File: config.mk
export PLATFORM = sky130hd
export DESIGN_NAME = xt_bus_target
export DESIGN_NICKNAME = d
export VERILOG_FILES = /design/src/rtl/xt_bus_target_pkg.sv /design/src/rtl/xt_io_fifo.sv /design/src/rtl/xt_bus_target.sv
export SDC_FILE = /design/constraint.sdc
export NUM_CORES = 1
export LEC_CHECK = 0
export ABC_AREA = 1
export BUFFER_PORTS_ARGS = -buffer_cell sky130_fd_sc_hd__buf_2
export CORE_ASPECT_RATIO = 1.25
export CORE_UTILIZATION = 30
export DETAILED_ROUTE_END_ITERATION = 8
export HOLD_SLACK_MARGIN = 0.1
export PLACE_DENSITY_LB_ADDON = 0.08
export REMOVE_ABC_BUFFERS = 1
export SETUP_SLACK_MARGIN = 0.4
export SYNTH_ARGS = -nofsm -noshare
export SYNTH_HDL_FRONTEND = slang
export SYNTH_HIERARCHICAL = 1
export SYNTH_SLANG_ARGS = --single-unit
File: constraint.sdc
create_clock -name clock -period 7 [get_ports clock]
set_input_delay 0.7 -clock clock [delete_from_list [all_inputs] [get_ports clock]]
set_output_delay 0.7 -clock clock [all_outputs]
set_load 0.05 [all_outputs]
File: src/rtl/xt_bus_target_pkg.sv
// Shared definitions for the XT I/O channel target: register offsets,
// CTRL/STATUS bit positions and the bus cycle type.
package xt_bus_target_pkg;

    localparam logic [1:0] REG_DATA   = 2'd0;
    localparam logic [1:0] REG_STATUS = 2'd1;
    localparam logic [1:0] REG_CTRL   = 2'd2;
    localparam logic [1:0] REG_WAIT   = 2'd3;

    localparam int CTRL_DMA_EN  = 0;
    localparam int CTRL_DMA_DIR = 1;
    localparam int CTRL_IRQ_EN  = 2;
    localparam int CTRL_CLEAR   = 3;

    localparam int STAT_RX_NE   = 0;
    localparam int STAT_TX_FULL = 1;
    localparam int STAT_TC      = 2;
    localparam int STAT_IRQ     = 3;
    localparam int STAT_OVF     = 4;

    typedef enum logic [2:0] {
        IDLE,
        IO_RD,
        IO_WR,
        DMA_RD,
        DMA_WR
    } cycle_t;

endpackage

File: src/rtl/xt_io_fifo.sv
// Synchronous byte FIFO with head-of-queue output; pushes to a full FIFO
// and pops from an empty one are dropped.
module xt_io_fifo #(
    parameter int DEPTH = 8,
    parameter int AW    = 3
) (
    input  logic          clock,
    input  logic          reset,
    input  logic          push,
    input  logic          pop,
    input  logic [7:0]    din,
    output logic [7:0]    dout,
    output logic          full,
    output logic          empty,
    output logic [AW:0]   count
);
    logic [7:0]    mem [DEPTH];
    logic [AW-1:0] wr_ptr;
    logic [AW-1:0] rd_ptr;
    logic          do_push;
    logic          do_pop;

    assign full    = (count == (AW+1)'(DEPTH));
    assign empty   = (count == '0);
    assign do_push = push && !full;
    assign do_pop  = pop && !empty;
    assign dout    = mem[rd_ptr];

    always_ff @(posedge clock) begin
        if (reset) begin
            wr_ptr <= '0;
            rd_ptr <= '0;
            count  <= '0;
        end else begin
            if (do_push) wr_ptr <= wr_ptr + AW'(1);
            if (do_pop)  rd_ptr <= rd_ptr + AW'(1);
            count <= count + (AW+1)'(do_push) - (AW+1)'(do_pop);
        end
    end

    always_ff @(posedge clock) begin
        if (do_push) mem[wr_ptr] <= din;
    end

endmodule

File: src/rtl/xt_bus_target.sv
// XT I/O channel expansion target: 4-port register window, RX/TX byte FIFOs,
// single-mode DMA handshake, wait-state insertion and terminal-count IRQ.
module xt_bus_target
    import xt_bus_target_pkg::*;
#(
    parameter logic [9:0] BASE  = 10'h300,
    parameter int         DEPTH = 8,
    parameter int         AW    = 3
) (
    input  logic        clock,
    input  logic        reset,
    input  logic [19:0] address,
    input  logic [7:0]  data_bus,
    output logic [7:0]  data_bus_ext,
    output logic        data_bus_ext_oe,
    input  logic        io_read_n,
    input  logic        io_write_n,
    input  logic        address_enable_n,
    input  logic        dma_acknowledge_n,
    input  logic        terminal_count_n,
    output logic        io_channel_ready,
    output logic        dma_request,
    output logic        interrupt_request,
    input  logic        rx_push,
    input  logic [7:0]  rx_data,
    output logic        rx_full,
    input  logic        tx_pop,
    output logic [7:0]  tx_data,
    output logic        tx_empty
);
    // cycle  | meaning
    // IDLE   | no selected bus cycle in progress
    // IO_RD  | CPU read of the register window
    // IO_WR  | CPU write of the register window
    // DMA_RD | DACK read, device to memory (drains RX)
    // DMA_WR | DACK write, memory to device (fills TX)
    localparam logic [AW:0] DEPTH_C = (AW+1)'(DEPTH);

    cycle_t      cyc, start;
    logic        ior_q, iow_q, armed;
    logic [1:0]  off_q, sel_off;
    logic        pop_q;
    logic [2:0]  ctrl, wait_cfg, wait_cnt;
    logic        tc_seen, overflow;
    logic        rd_fall, wr_fall, rd_rise, wr_rise;
    logic        in_window, dma_cyc, commit, dma_commit;
    logic        rx_pop, tx_push;
    logic [7:0]  rx_head, rd_val, status;
    logic        rx_empty, tx_full;
    logic [AW:0] rx_count, tx_count;
    logic        unused_addr;

    // armed stays low for the first clock after reset so a strobe that is
    // already low when reset releases never looks like a falling edge
    assign rd_fall     = armed && ior_q && !io_read_n;
    assign wr_fall     = armed && iow_q && !io_write_n;
    assign rd_rise     = !ior_q && io_read_n;
    assign wr_rise     = !iow_q && io_write_n;
    assign in_window   = address_enable_n && (address[9:2] == BASE[9:2]);
    assign dma_cyc     = !dma_acknowledge_n;
    assign sel_off     = dma_cyc ? REG_DATA : address[1:0];
    assign unused_addr = ^address[19:10];

    assign status = {3'b000, overflow, interrupt_request, tc_seen, tx_full, !rx_empty};

    always_comb begin
        start = IDLE;
        if (cyc == IDLE) begin
            if (rd_fall) begin
                if (dma_cyc)        start = ctrl[CTRL_DMA_DIR] ? IDLE : DMA_RD;
                else if (in_window) start = IO_RD;
            end else if (wr_fall) begin
                if (dma_cyc)        start = ctrl[CTRL_DMA_DIR] ? DMA_WR : IDLE;
                else if (in_window) start = IO_WR;
            end
        end
    end

    always_comb begin
        rd_val = 8'hFF;
        case (sel_off)
            REG_DATA:   rd_val = rx_empty ? 8'hFF : rx_head;
            REG_STATUS: rd_val = status;
            REG_CTRL:   rd_val = {5'b0, ctrl};
            REG_WAIT:   rd_val = {5'b0, wait_cfg};
        endcase
    end

    assign commit     = ((cyc == IO_RD || cyc == DMA_RD) && rd_rise) ||
                        ((cyc == IO_WR || cyc == DMA_WR) && wr_rise);
    assign dma_commit = commit && (cyc == DMA_RD || cyc == DMA_WR);
    assign rx_pop     = commit && pop_q;
    assign tx_push    = commit && (cyc == DMA_WR || (cyc == IO_WR && off_q == REG_DATA));

    xt_io_fifo #(.DEPTH(DEPTH), .AW(AW)) u_rx (
        .clock(clock), .reset(reset), .push(rx_push), .pop(rx_pop), .din(rx_data),
        .dout(rx_head), .full(rx_full), .empty(rx_empty), .count(rx_count)
    );

    xt_io_fifo #(.DEPTH(DEPTH), .AW(AW)) u_tx (
        .clock(clock), .reset(reset), .push(tx_push), .pop(tx_pop), .din(data_bus),
        .dout(tx_data), .full(tx_full), .empty(tx_empty), .count(tx_count)
    );

    always_ff @(posedge clock) begin
        if (reset) begin
            armed             <= 1'b0;
            ior_q             <= 1'b1;
            iow_q             <= 1'b1;
            cyc               <= IDLE;
            off_q             <= REG_DATA;
            pop_q             <= 1'b0;
            ctrl              <= '0;
            wait_cfg          <= '0;
            wait_cnt          <= '0;
            tc_seen           <= 1'b0;
            overflow          <= 1'b0;
            data_bus_ext      <= '0;
            data_bus_ext_oe   <= 1'b0;
            io_channel_ready  <= 1'b1;
            dma_request       <= 1'b0;
            interrupt_request <= 1'b0;
        end else begin
            armed <= 1'b1;
            ior_q <= io_read_n;
            iow_q <= io_write_n;

            if (start != IDLE) begin
                cyc   <= start;
                off_q <= sel_off;
                // RX is only drained here, so non-empty now means non-empty at commit
                pop_q <= (start == IO_RD || start == DMA_RD) && sel_off == REG_DATA && !rx_empty;
                if (start == IO_RD || start == DMA_RD) begin
                    data_bus_ext    <= rd_val;
                    data_bus_ext_oe <= 1'b1;
                end
                wait_cnt         <= wait_cfg;
                io_channel_ready <= (wait_cfg == 3'd0);
            end else begin
                if (commit) begin
                    cyc             <= IDLE;
                    pop_q           <= 1'b0;
                    data_bus_ext_oe <= 1'b0;
                end
                if (wait_cnt != 3'd0) begin
                    wait_cnt <= wait_cnt - 3'd1;
                    if (wait_cnt == 3'd1) io_channel_ready <= 1'b1;
                end
            end

            if (commit && cyc == IO_WR) begin
                case (off_q)
                    REG_DATA: if (tx_full) overflow <= 1'b1;
                    REG_CTRL: begin
                        ctrl <= data_bus[2:0];
                        if (data_bus[CTRL_CLEAR]) begin
                            tc_seen           <= 1'b0;
                            overflow          <= 1'b0;
                            interrupt_request <= 1'b0;
                        end
                    end
                    REG_WAIT: wait_cfg <= data_bus[2:0];
                    default: ;
                endcase
            end
            if (commit && cyc == DMA_WR && tx_full) overflow <= 1'b1;

            // placed last so a terminal count wins over a same-cycle CTRL write
            if (dma_commit && !terminal_count_n) begin
                tc_seen            <= 1'b1;
                ctrl[CTRL_DMA_EN]  <= 1'b0;
                if (ctrl[CTRL_IRQ_EN]) interrupt_request <= 1'b1;
            end

            if (!dma_acknowledge_n || cyc == DMA_RD || cyc == DMA_WR)
                dma_request <= 1'b0;
            else
                dma_request <= ctrl[CTRL_DMA_EN] &&
                               (ctrl[CTRL_DMA_DIR] ? (tx_count != DEPTH_C) : (rx_count != '0));
        end
    end

endmodule

# After elaboration in Yosys (flattened, before gate mapping)
# Memory sizes are Yosys's and may differ from the RTL's. A register that Yosys moved wholly into a read port is not among the register bits.
# Index checks and enable logic that the tools add are counted.
# totals
register_bits	52
ramBits	128
inputBits	45
out_inout_bits	22
wordCells	167
n_memories	2
# classes
add_sub_neg	9
eq_ne	19
mux	46
reduce_logical	68
# memory_table
name	depth	width	read_ports	rd_ports_with_merged_regs	write_ports	line	source
u_rx.mem	8	8	1	1	1	xt_io_fifo.sv:17	logic [7:0] mem [DEPTH];
u_tx.mem	8	8	1	1	1	xt_io_fifo.sv:17	
# ops
op	n
$mux W3	13
$pmux W8 S4	1
$mux W1	26
$logic_and A1 B1 Y1	24
$reduce_bool A2 Y1	7
$add A3 B1 Y3 const B	4
$logic_not A1 Y1	10
$reduce_and A2 Y1	5
$eq A3 B1 Y1 const B	3
$eq A3 B2 Y1 const B	3
$reduce_bool A3 Y1	3
$add A4 B1 Y4	2
$eq A2 B2 Y1 const B	4
$eq A4 B4 Y1 const B	2
$eq A8 B8 Y1 const B	1
$logic_not A4 Y1	2
$logic_or A1 B1 Y1	8
$mux W2	4
$mux W8	1
$sub A4 B1 Y4	2
$logic_not A3 Y1	2
$logic_not A2 Y1	2
$ne A4 B4 Y1 const B	1
$reduce_and A4 Y1	1
10 further kinds	11

# Logic depth before layout (Yosys ltp)
# Gate-level depths: netlist of run 1.
# logic_depth
depth_word	12
depth_mapped	16
depth_no_buf	16

# Modules after synthesis
# The synthesis of run 1 kept the hierarchy.
# by_module_without_submodules
mod	instances	cells_each	area_per_inst_um2
xt_io_fifo (u_tx)	1	378	3580.9
xt_io_fifo (u_rx)	1	379	3579.7
xt_bus_target	1	234	1632.8

# Least setup slack after synthesis of run 1
# No wires, ideal clock.
# synth_timing
path_kind	input to register
from	input port io_write_n
to	register u_rx.count[2]
setup_ns	0.119
arrival_ns	2.386
required_ns	6.881
setup_slack_ns	4.494
cell_stages	14
n_path_buf	0
cell_sequence	inv_1 > nor2_1 > nand2_1 > nand2_1 > inv_1 > nor2_1 > a21boi_4 > nand2_2 > nand2_1 > ha_1 > inv_1 > fa_1 > o21ai_0 > a21oi_1
# synth_between
elab_chain_len	6
# synth_lines
item	line	source
start, declared	xt_bus_target.sv:17	input logic io_write_n,
$logic_and A1 B1 Y1	xt_bus_target.sv:58	assign wr_rise = !iow_q && io_write_n;
$logic_and A1 B1 Y1	xt_bus_target.sv:90	((cyc == IO_WR || cyc == DMA_WR) && wr_rise);
$logic_or A1 B1 Y1	xt_bus_target.sv:89	assign commit = ((cyc == IO_RD || cyc == DMA_RD) && rd_rise) ||
$logic_and A1 B1 Y1	xt_bus_target.sv:92	assign rx_pop = commit && pop_q;
via rx_pop	xt_bus_target.sv:47	logic rx_pop, tx_push;
$logic_and A1 B1 Y1	xt_io_fifo.sv:26	assign do_pop = pop && !empty;
$sub A4 B1 Y4	xt_io_fifo.sv:37	count <= count + (AW+1)'(do_push) - (AW+1)'(do_pop);
end signal, assigned	xt_io_fifo.sv:37	
end, declared	xt_io_fifo.sv:15	output logic [AW:0] count
# The timed path passes the listed nets, and every way through them passes these cells.
# A chain may end at the register's enable or synchronous reset.

==> metrics.md, run 1 <==
| Metric | Value |
|---|---|
| Num CTS Buffers | 17 |
| Slew @ Worst Pin | between 1 and 1.5 ns |
| Clk sinks | 186 |
| Die outline width | approximately 160 um |
| Hold_ws | ~0.47 ns |
| Min Tclk post-route | ~2.7 ns |
| Flops & latches, synth | between 150 and 200 |
| Final hold vios | 0 |
| Yosys warnings | 6 |
| Global-route wire length before repair | 32100 um |
| Register area share after synthesis | 0.569 |
| Via count | around 6100 |
| Total wire length | a little under 20000 um |
| Total negative slack | 0 ns |
| Max_slew headroom | 0.280 |
| # rows | 69 |
| Initial antenna violation count | 2 |
| Clock tree from TritonCTS | yes |
| First-pass detailed-route iteration total | 4 |
| Arrival @ worst endpoint | between 2 and 2.5 ns |
| Initial Util | 0.307 |
| ANT nets after route | 0 |
| Fin util | 0.346 |
| Placer Congestion | about 0.73 |
| Total track usage | 0.141 |
| Pwr/cell area | 298 nW/um^2 |
| # IOs | 67 |
| RSZ-0062 raised after global routing | no |
| Post_cts resized | 0 |
| Fin crit share | 0.393 |
| Clk root buf | clkbuf_16 |
| Crit start category | register |
| Hold Crit Class | reg2reg |
| Syn Inst Count | between 900 and 1000 |
| Worst clock skew | between 0.01 and 0.015 ns |
| Max Freq | ~360 MHz |
| Layout cell share with drive strength beyond 1 | 0.116 |
| Area grow syn2layout | 12.8% |
| Top Metal Used | met5 |
| WL/cell | around 14 um |
| Outcome | complete, no violations |
| Post-synth cell types | 37 |
| Area of the core | about 29000 um^2 |
| CP max FO | 33 |
| Worst path slowest cell | buf_4 |
| Standby leakage power | roughly 4.4 nW |
| Clock Latency Late Sink | 0.43 ns |
| Metal3 WL | slightly below 700 um |
| PortBufs | 56 |
| Hold_buf cts | 0 |
| Longest Clk Path Bufs | 2 |
| CP bufs+invs | 3 |
| Synthesized area | roughly 8800 um^2 |
| Most frequent cells in the layout | nand2_1, inv_1, edfxtp_1, nand3_1, nor2_1 |
| CTS clk-pin slew, worst paths | approximately 0.070 ns |
| Die Span Y | between 150 and 200 um |
| Final Slew Violations | 0 |
| Setup bufs post-CTS | 0 |
| # H-tree levels | 4 |
| Vias/cell | 4.20 |
| Crit-path leading delay family | buffers and inverters |
| Metal2 WL | approximately 10000 um |
| Most common cell after layout, fill and taps aside | nand2_1 |
| Drt drc | 0 |
| Syn_area_per_cell | 8.87 um^2 |
| WP data required | ~6.3 ns |
| Slowest stage delay, CP | around 0.36 ns |
| Vias in the first global route | 5978 |
| Most frequent CP cell | nand2_1 |
| Crit Path Category | reg2out |
| Dpl hpwl | about 13000 um |
| Wl on met1 | 8970 um |
| Iter 0 DRT Violations | 251 |
| CP endpoint kind | primary output |
| DIE AREA | approximately 30000 um^2 |
| Final net count | about 1100 |
| Max cap viols | 0 |
| Final number of setup-violating endpoints | 0 |
| Largest net degree at the start of global routing | 34 |
| Max IR drop VDD | roughly 0.00015 V |
| Worst path cell trace | buf_4 > inv_4 > nand2_1 > nand3_1 > nand2_1 > nand2_1 > nand2_1 > buf_2 |
| Global route overflow | 0 |
## stage by stage
| stage | worst slack, ns | cells | cell area, um^2 | total power [mW] |
|---|---|---|---|---|
| global route | 4.05 | 1444 | 9910 | 3.14 |
| detailed placement | 3.92 | 1412 | 9350 | 2.05 |
| floorplan | 4.49 | 963 | 8560 | 1.85 |
| CTS | 4.17 | 1444 | 9910 | 3.01 |
| finish | 4.25 | 1445 | 9920 | 2.96 |
| global placement | 3.96 | 1412 | 9350 | 2.04 |
## metal layers
layer / global-route usage / up-vias
met5: 0 / -
met3: 0.0336 / 15
li1: - / 3214
met2: 0.243 / 74
met1: 0.173 / 2770
met4: 0.0418 / 2
## tightest hold or removal path: stages, from the launching register on
cell     delay [ns]
dfxtp_1        0.31
nand2_1        0.06
a21oi_1        0.05
## sequential cells by signal (all words and copies together) (netlist names), 4 cells and up, named ones only
register and cells:
u_rx/mem 64, u_tx/count 4, data_bus_ext 8, u_rx/count 4, u_tx/mem 64
## path summary, 6_finish.rpt
path                                   endpoint  cells after the start            start  slack, ns
worst max register to register   u_tx/mem[0][6]                      8           cyc[0]       4.31
worst min register to register  data_bus_ext[1]                      2  data_bus_ext[1]       0.47
worst min-delay path            data_bus_ext[1]                      2  data_bus_ext[1]       0.47
worst max-delay path                 tx_data[5]                      8         register       4.25
## report_power, final
group	internal [mW]	switching (mW)	total, mW	leakage [nW]
logic	0.221	0.508	0.729	2.53
registers	1.24	0.0427	1.28	1.63
clock network	0.503	0.443	0.946	0.278
total	1.96	0.994	2.96	4.44
## area by class of cell
class                      instances  area (um^2)
tap                              390          488
clock inverter                    13          134
timing repair buffer              59          303
fill                            3055        18700
clock buffer                      19          433
multi-input combinational        579         2800
antenna                            1         2.50
sequential                       186         5000
inverter                         198          751
## cell usage after synthesis (all sizes together)
cell type / n / area share
inv: 198 / 0.085
edfxtp: 128 / 0.44
nand2: 301 / 0.14
o21a: 1 / 0.00085
buf: 25 / 0.026
nand3: 89 / 0.054
a21boi: 4 / 0.0068
nor3b: 1 / 0.00085
xor2: 3 / 0.0030
nand3b: 5 / 0.0043
dfxtp: 58 / 0.13
a211oi: 1 / 0.00085
nor4: 1 / 0.00071
ha: 17 / 0.024
o21ai: 22 / 0.014
or2: 4 / 0.0028
nand4: 11 / 0.0078
nor2: 81 / 0.037
a31oi: 1 / 0.00071
o211ai: 2 / 0.0017
clkbuf: 3 / 0.0013
nor3: 3 / 0.0030
fa: 2 / 0.0046
a21oi: 30 / 0.017
## cells by family (layout without fill, tap and decap cells)
| group | Yosys count | in the layout | share of synthesized area |
|---|---|---|---|
| AO/OA/AOI/OAI | 61 | 61 | 0.0418 |
| XOR/XNOR | 3 | 3 | 0.00299 |
| adder cells (fa/ha/maj) | 19 | 19 | 0.0287 |
| buffers and inverters | 226 | 289 | 0.112 |
| flip-flops | 186 | 186 | 0.569 |
| other | 0 | 1 | 0 |
| AND/OR/NAND/NOR | 496 | 496 | 0.245 |
Power figures use the tool's default switching activity.
==> run 2: changes to the inputs <==
==> constraint.sdc (replaced) <==
create_clock -name clock -period 2.4 [get_ports clock]
set_input_delay 0.24 -clock clock [delete_from_list [all_inputs] [get_ports clock]]
set_output_delay 0.24 -clock clock [all_outputs]
set_load 0.05 [all_outputs]
==> metrics.md, run 2 (synthesized netlist as in run 1, its figures left out) <==
| Metric | Value |
|---|---|
| # rows | 69 (unchanged) |
| Drt drc | 0 (unchanged) |
| Placed Cells | 1439 (+1.9%) |
| Layout cell share with drive strength beyond 1 | 0.179 (+0.0631) |
| Iter 0 DRT Violations | 220 (-12%) |
| Most common cell after layout, fill and taps aside | nand2_1 |
| DIE AREA | 30000 um^2 (unchanged) |
| Max Freq | approximately 480 MHz |
| Arrival @ worst endpoint | 2.38 ns (+0.33 ns) |
| Crit Path Category | reg2reg |
| Hold Crit Class | in2reg |
| Clock tree from TritonCTS | yes |
| Largest net degree at the start of global routing | 33 (-2.9%) |
| Slowest stage delay, CP | 0.50 ns (+0.14 ns) |
| Area grow syn2layout | 20.1% |
| Place WS | 0.0552 ns (-3.87 ns) |
| Initial antenna violation count | 0 (-2) |
| Initial Util | 0.307 (unchanged) |
| Switch Pwr | 2.94 mW (+200%) |
| Worst clock skew | 0.0120 ns (+0.00192 ns) |
| Max IR drop VDD | 0.000450 V (+210%) |
| Final hold vios | 0 (unchanged) |
| Outcome | complete, no violations |
| Clock Latency Late Sink | 0.43 ns (about the same) |
| RR Startpoint | cyc[0] |
| Clk sinks | 186 (unchanged) |
| R2R Setup Slk | 0.33 ns (-3.98 ns) |
| Slew @ Worst Pin | 0.558 ns (-0.517 ns) |
| Placed cell area | 9550 um^2 (+2.2%) |
| PortBufs | 56 (unchanged) |
| Final number of setup-violating endpoints | 0 (unchanged) |
| Via count | 6374 (+4.9%) |
| Fin crit share | 0.861 |
| Crit-path leading delay family | simple AND/OR/NAND/NOR gates |
| WP data required | 2.71 ns (-3.59 ns) |
| Fin util | 0.369 (+0.0226) |
| Global route overflow | 0 (unchanged) |
| Die outline width | 155 um (unchanged) |
| Total Power | 8.96 mW (+200%) |
| Hold Path Sink | u_rx/mem[6][7] |
| Standby leakage power | 4.76 nW (+7.1%) |
| RSZ-0062 raised after global routing | yes |
| Clk root buf | clkbuf_16 |
| Pwr/cell area | 848 nW/um^2 (+180%) |
| Die Span Y | 193 um (unchanged) |
| Total negative slack | 0 ns (unchanged) |
| Max cap viols | 0 (unchanged) |
| Longest Clk Path Bufs | 2 (unchanged) |
| CP max FO | 4 (-88%) |
| CP bufs+invs | 2 (-1) |
| Reg power frac | 0.422 (-0.011) |
| WL/cell | 14.2 um (+3.4%) |
| Worst setup margin | 0.332 ns (-3.92 ns) |
| P_int | 6.01 mW (+210%) |
| Global-route wire length before repair | 33400 um (+3.9%) |
| Hold_sp | rx_data[7] |
| Hold path depth | 1 (-1) |
| Final non-filler cell total | 1497 (+3.6%) |
| Vias in the first global route | 6197 (+3.7%) |
| Largest regs | u_rx/mem x64, u_tx/mem x64, data_bus_ext x8 |
| Vias/cell | 4.26 (+1.3%) |
| CTS clk-pin slew, worst paths | 0.07 ns (about the same) |
| ANT nets after route | 0 (unchanged) |
| Total track usage | 0.148 (+0.00726) |
| Final net count | 1160 (+5.0%) |
| Most frequent CP cell | nand2_2 |
| Hold_ws | 0.111 ns (-0.358 ns) |
| Final Slew Violations | 0 (unchanged) |
| # fillers | 3043 (-0.39%) |
| # IOs | 67 (unchanged) |
| Reg2reg end | u_rx/count[1] |
| Area of the core | 28700 um^2 (unchanged) |
| Worst path slowest cell | fa_2 |
| Combinational Power Share | 0.257 (+0.010) |
| Worst path cell trace | nor2_4 > nand2_2 > nand2_2 > nand2_4 > nand2_4 > inv_4 > nor2_4 > a21boi_4 > nand2_2 > nand2_2 > ha_4 > inv_2 > fa_2 > nor2_1 |
| Dpl hpwl | 13900 um (+5.1%) |
| Most frequent cells in the layout | nand2_1, inv_1, edfxtp_1, nand3_1, nor2_1 |
| CP endpoint kind | register |
| Finished Cell Area | 10600 um^2 (+6.5%) |
| Reg2Reg Depth | 14 (+6) |
| Crit start category | register |
| # H-tree levels | 4 (unchanged) |
| Switching Share | 0.328 (-0.00790) |
| Diodes inserted | 0 (-1) |
| Clock network fraction of design power | 0.321 (about the same) |
| Total wire length | 21300 um (+7.2%) |
| Placer Congestion | 0.729 (-0.40%) |
| Min Tclk post-route | approximately 2.1 ns |
| First-pass detailed-route iteration total | 4 (unchanged) |
| Max_slew headroom | 0.624 (+0.344) |
| Num CTS Buffers | 17 (unchanged) |
run 2: changes by cell type in the layout (fill, tap and decap cells not counted), sizes merged:
cell         delta
buf            +41
dlygate4sd3    +12
inv             -5
bufinv          +2
clkinv          +2
clkbuf          +1
diode           -1
run 2: worst max-delay path by stage:
stage / cells after the start / from / slack [ns] / to
global route: 16 / cyc[0] / 0.22 / u_rx/count[1]
floorplan: 15 / cyc[0] / 0.15 / u_rx/count[2]
detailed placement: 15 / cyc[0] / 0.06 / u_rx/count[2]
global placement: 15 / cyc[0] / 0.08 / u_rx/count[2]
CTS: 14 / cyc[1] / 0.29 / u_rx/count[1]
finish: 14 / cyc[0] / 0.33 / u_rx/count[1]
run 2: final cells by class:
type | instances | area, um^2 | share of cell area
timing repair buffer | 114 | 781 | 0.0739
inverter | 198 | 761 | 0.0720
clock inverter | 12 | 150 | 0.0142
tap | 390 | 488 | 0.0462
clock buffer | 18 | 429 | 0.0406
multi-input combinational | 579 | 2930 | 0.278
sequential | 186 | 5020 | 0.475
run 2: repair_timing:
action                                  4_1_cts  5_1_grt
endpoints found under the setup margin       30       46
cloned                                        0        0
hold buffers                                 12        0
hold endpoints to repair                     75        0
resized for setup                            27       40
pin swaps                                     8       14
setup buffers                                 9        7
run 2: metal layers:
metal | vias up | GRT usage | share of wire
met5 | - | 0 | 0
met2 | 73 | 0.265 | 0.51
met1 | 2969 | 0.179 | 0.45
li1 | 3313 | - | -
met3 | 19 | 0.0271 | 0.025
met4 | 0 | 0.0455 | 0.014
run 2: power by group through the flow:
stage	sequential, mW	clock (mW)	combinational [mW]
finish	3.78	2.87	2.30
floorplan	3.86	0	1.53
CTS	3.77	2.97	2.23
global placement	3.84	0	2.17
global route	3.80	3.09	2.60
detailed placement	3.84	0	2.17
